===== config.mk =====
export PLATFORM = sky130hd
export DESIGN_NAME = dec_scan_seq
export DESIGN_NICKNAME = d
export VERILOG_FILES = /design/src/rtl/dec_scan_seq.sv
export SDC_FILE = /design/constraint.sdc
export NUM_CORES = 1
export LEC_CHECK = 0
export CORE_MARGIN = 8
export CORE_UTILIZATION = 54
export CTS_CLUSTER_DIAMETER = 80
export CTS_CLUSTER_SIZE = 25
export DETAILED_ROUTE_END_ITERATION = 10
export PLACE_DENSITY = 0.81
export SLEW_MARGIN = 20
export SYNTH_ARGS = -nofsm -noshare
export SYNTH_HDL_FRONTEND = slang
export SYNTH_SLANG_ARGS = --single-unit

===== constraint.sdc =====
create_clock -name clk -period 2.33 [get_ports clk]
set_input_delay 0.233 -clock clk [delete_from_list [all_inputs] [get_ports clk]]
set_output_delay 0.233 -clock clk [all_outputs]
set_load 0.02 [all_outputs]

===== src/rtl/dec_scan_seq.sv =====
// Prescaled select-index generator that feeds a 3-to-8 decoder.
// Sweeps X over 0..limit (up or down) with pause, one-shot, stop and load.
module dec_scan_seq #(
  parameter int SEL_W    = 3,
  parameter int PRESCALE = 4
) (
  input  logic             clk,
  input  logic             rst,
  input  logic             start,
  input  logic             stop,
  input  logic             en,
  input  logic             dir,
  input  logic             oneshot,
  input  logic [SEL_W-1:0] limit,
  input  logic             load,
  input  logic [SEL_W-1:0] load_val,
  output logic [SEL_W-1:0] X,
  output logic             valid,
  output logic             step,
  output logic             wrap,
  output logic             done,
  output logic [1:0]       state_dbg
);

  typedef enum logic [1:0] {
    IDLE = 2'd0,
    RUN  = 2'd1,
    DONE = 2'd2
  } state_t;

  localparam int              PW       = 16;
  localparam logic [PW-1:0]   PRE_LAST = PW'(PRESCALE - 1);

  state_t           state_q, state_d;
  logic [SEL_W-1:0] x_q, x_d;
  logic [PW-1:0]    pre_q, pre_d;
  logic             os_q, os_d;
  logic             step_q, step_d;
  logic             wrap_q, wrap_d;

  logic [SEL_W-1:0] nxt_x;
  logic             nxt_wrap;

  // Next index for a tick; an out-of-range X recovers to 0 (up) or limit (down).
  always_comb begin
    nxt_x    = x_q;
    nxt_wrap = 1'b0;
    if (!dir) begin
      if (x_q >= limit) begin
        nxt_x    = '0;
        nxt_wrap = 1'b1;
      end else begin
        nxt_x = x_q + SEL_W'(1);
      end
    end else begin
      if (x_q == '0) begin
        nxt_x    = limit;
        nxt_wrap = 1'b1;
      end else if (x_q > limit) begin
        nxt_x = limit;
      end else begin
        nxt_x = x_q - SEL_W'(1);
      end
    end
  end

  // Priority: stop > load > start > tick.
  always_comb begin
    state_d = state_q;
    x_d     = x_q;
    pre_d   = pre_q;
    os_d    = os_q;
    step_d  = 1'b0;
    wrap_d  = 1'b0;
    if (stop) begin
      state_d = IDLE;
      pre_d   = '0;
    end else if (load) begin
      x_d   = load_val;
      pre_d = '0;
      if (state_q == DONE) state_d = IDLE;
    end else begin
      case (state_q)
        IDLE: begin
          if (start) begin
            state_d = RUN;
            x_d     = dir ? limit : '0;
            pre_d   = '0;
            os_d    = oneshot;
          end
        end
        RUN: begin
          if (en) begin
            if (pre_q == PRE_LAST) begin
              pre_d  = '0;
              x_d    = nxt_x;
              step_d = 1'b1;
              wrap_d = nxt_wrap;
              if (os_q && nxt_wrap) state_d = DONE;
            end else begin
              pre_d = pre_q + PW'(1);
            end
          end
        end
        DONE:    state_d = IDLE;
        default: state_d = IDLE;
      endcase
    end
  end

  always_ff @(posedge clk or posedge rst) begin
    if (rst) begin
      state_q <= IDLE;
      x_q     <= '0;
      pre_q   <= '0;
      os_q    <= 1'b0;
      step_q  <= 1'b0;
      wrap_q  <= 1'b0;
    end else begin
      state_q <= state_d;
      x_q     <= x_d;
      pre_q   <= pre_d;
      os_q    <= os_d;
      step_q  <= step_d;
      wrap_q  <= wrap_d;
    end
  end

  assign X         = x_q;
  assign valid     = (state_q == RUN);
  assign done      = (state_q == DONE);
  assign step      = step_q;
  assign wrap      = wrap_q;
  assign state_dbg = state_q;

endmodule


==> out/qor.log <==
INFO  drt            dr_wl_met3=212um
INFO  cells_and_area layout.cells.most_common_list=dfrtp_1 (24), clkdlybuf4s50_1 (22), nand2_1 (18)
INFO  sta            clock_skew=0.00871ns
INFO  critical_path  cp_slowest_cell=clkdlybuf4s50_1
INFO  clocking       path_clk_slew=0.13ns
INFO  power_and_ir_drop peakVddDrop=0.337mV
INFO  synth          yosysWarnings=0
INFO  sta            setup-violations-final=0
INFO  global_route   grt_max_degree=25
INFO  critical_path  critPathCaptureType=output pin
INFO  clocking       cts-htree-levels=1
INFO  sta            finalCriticalPeriod=2.12ns
INFO  synth          count_of_different_cell_masters_after_synthesis=47
INFO  synth          yosys_most_used_dff=dfrtp_1
INFO  global_route   first_pass_grt_wire_length=6.93mm
INFO  sta            final-max-slew-violation-count=0
INFO  drt            detail_route.wirelength=3.95mm
INFO  synth          ys_ff_latch=24
INFO  critical_path  worst_path_largest_cell_delay=0.62ns
INFO  global_route   initial_antenna_violation_count=0
INFO  drt            drt-wirelength-per-cell=15.9um
INFO  power_and_ir_drop power=984uW
INFO  run_status     outcome=completed
INFO  cells_and_area diodes=0
INFO  critical_path  arrival=1.89ns
INFO  drt            drt_drc_violations_left=0
INFO  floorplan      placeableCoreArea=2950squm
INFO  clocking       ctsHoldBuffers=0
INFO  critical_path  cp-start-kind=flop
INFO  clocking       tritoncts.num_buffers=3
INFO  global_route   grt_util_all_layers=16.8%
INFO  cells_and_area nets=238
INFO  sta            maxClockFrequency=472MHz
INFO  power_and_ir_drop power_density=494nW/um^2
INFO  drt            detail-route-antenna-nets=0
INFO  floorplan      fp-row-count=20
INFO  critical_path  worst-path-buf-inv=2
INFO  power_and_ir_drop total_leakage_power=0.000856uW
INFO  global_route   global_route.overflow_total=0
INFO  sta            min_period_over_period=90.9%
INFO  clocking       cts_tree=yes
INFO  critical_path  critical_path_peak_fanout=9
INFO  drt            via_per_instance_ratio=6.10
INFO  clocking       clk-insertion-delay-late=0.32ns
INFO  synth          synthesis.nets=204
INFO  clocking       numClockSinks=24
INFO  place          dpl.hpwl=3.03mm
INFO  drt            routed.top_layer=met4
INFO  drt            dr_wl_met2=1.89mm
INFO  drt            firstDrtPassIters=4
INFO  synth          postSynthCellCount=183
INFO  place          numPortBuffers=22
INFO  critical_path  worst_ep_required_time=2.10ns
INFO  sta            final_hold_viol_count=0
INFO  drt            routed-via-count=1520
INFO  drt            dr.first_iter.drc_count=194
INFO  sta            grt_setup_unrepaired=false
INFO  floorplan      die_y=70.9um
INFO  global_route   grt_pass1_vias=1537
INFO  synth          ys_seq_area_share=36.9%
INFO  place          place.gp.congestion=0.899
INFO  worst_hold_path hp-class=in -> async
INFO  critical_path  critical_path.cell_chain=nand2b_1 > inv_1 > clkdlybuf4s50_1
INFO  cells_and_area area_delta_synth_final=22.4%
INFO  critical_path  path_class=reg -> out
INFO  sta            fin_hold_ws=0.241ns
INFO  critical_path  worst_path_dominant_cell_family=buffers and inverters
INFO  drt            routedLengthMet1=1.81mm
INFO  floorplan      die_area=5030squm
INFO  floorplan      die_x=70.9um
INFO  run            maxCapViolCount=0
INFO  cells_and_area most_common_cell_after_layout_fill_and_taps_aside=dfrtp_1
INFO  clocking       cts_max_path_buffers=2
INFO  critical_path  r2r_cells=7
INFO  cells_and_area layout-drive-gt1-share=12.0%
INFO  sta            worstMarginPinSlew=0.492ns
INFO  synth          async_sr_flop_fraction=100%
INFO  synth          synthesis.area=1630squm
INFO  synth          syn_area_per_cell=8.90squm
INFO  clocking       clock_tree.root_cell=clkbuf_4
INFO  sta            timing.slew.headroom=67.0%
INFO  critical_path  critical_path_depth=3
INFO  synth          synth_edf_count=0
INFO  floorplan      initial_utilization=55.1%
INFO  floorplan      boundaryPins=23
layer usage:
metal	global-route usage (%)	vias to the layer above
met5	0	-
met4	5.77	0
met3	4.24	5
met2	27.7	34
met1	20.7	733
li1	-	748
cells by family after synthesis:
logic type | after synthesis | synth area share, %
simple gates | 77 | 26.9
mux | 5 | 3.31
flops | 24 | 36.9
compound gates | 49 | 20.4
fa+ha+maj | 7 | 5.38
buf+inv | 15 | 3.84
xor+xnor | 6 | 3.23
final timing paths:
kind	from	endpoint	slack, ns
min reg2reg	pre_q[12]$_DFFE_PP0P_	pre_q[12]$_DFFE_PP0P_	0.55
min in group clk	oneshot	os_q$_DFFE_PP0P_	0.53
max reg2reg	X[2]$_DFFE_PP0P_	X[1]$_DFFE_PP0P_	0.25
min	rst	pre_q[10]$_DFFE_PP0P_	0.24
max	state_dbg[0]$_DFFE_PP0P_	valid	0.21
max in group asynchronous	rst	pre_q[4]$_DFFE_PP0P_	1.85
what timing repair did:
item                       4_1_cts  5_1_grt
setup endpoints to repair        0        1
setup buffers                    0        0
resized for setup                0        1
metrics by stage:
step	TNS [ns]	utilization, %	worst slack [ns]	instances	instance area (sq um)
after detailed placement	-0.0512	66.1	-0.0512	245	1950
after CTS	0	67.3	0.139	249	1990
after global placement	0	66.1	0.0632	245	1950
after floorplan	0	-	0.292	183	1630
final	0	67.5	0.211	249	1990
after global routing	0	67.5	0.0977	249	1990
sequential cells by signal (all words and copies together) (netlist names):
register and count:
state_dbg 2, pre_q 16, os_q 1, wrap 1, step 1, X 3
cell type report:
cell class | count | area [sq um]
inverter | 11 | 41.3
tap | 33 | 41.3
timing repair buffer | 33 | 303
multi-input combinational | 144 | 971
sequential | 24 | 601
clock buffer | 4 | 36.3
fill | 240 | 960
cell usage after synthesis (2+ instances only):
library cell / instances / share of area, %
inv_1: 11 / 2.5
nor4b_1: 3 / 1.6
a31oi_1: 6 / 2.3
o31ai_1: 3 / 1.4
ha_1: 7 / 5.4
nor4_1: 4 / 1.5
and3_1: 3 / 1.2
nor2b_1: 3 / 1.2
nand3_1: 8 / 2.5
xor2_1: 6 / 3.2
or3_1: 4 / 1.5
a21oi_1: 8 / 2.5
nand2b_1: 5 / 1.9
mux2_2: 3 / 2.1
dfrtp_1: 24 / 37
o211ai_1: 3 / 1.4
and4_1: 2 / 1.1
nor3_1: 4 / 1.2
nand4_1: 4 / 1.5
buf_2: 2 / 0.61
o21ai_0: 14 / 4.3
a21o_1: 3 / 1.4
nand2_1: 18 / 4.2
nor2_1: 11 / 2.5
mux2i_1: 2 / 1.2
power breakdown:
group	internal [uW]	total, uW	switching (uW)
Combinational	144	308	164
Clock	95.5	217	121
Sequential	435	460	25.0
tightest hold or removal path: cells and delay by family:
family   cells  cell delay [ns]
buf+inv      3             0.74
(Power assumes the default switching activity.)
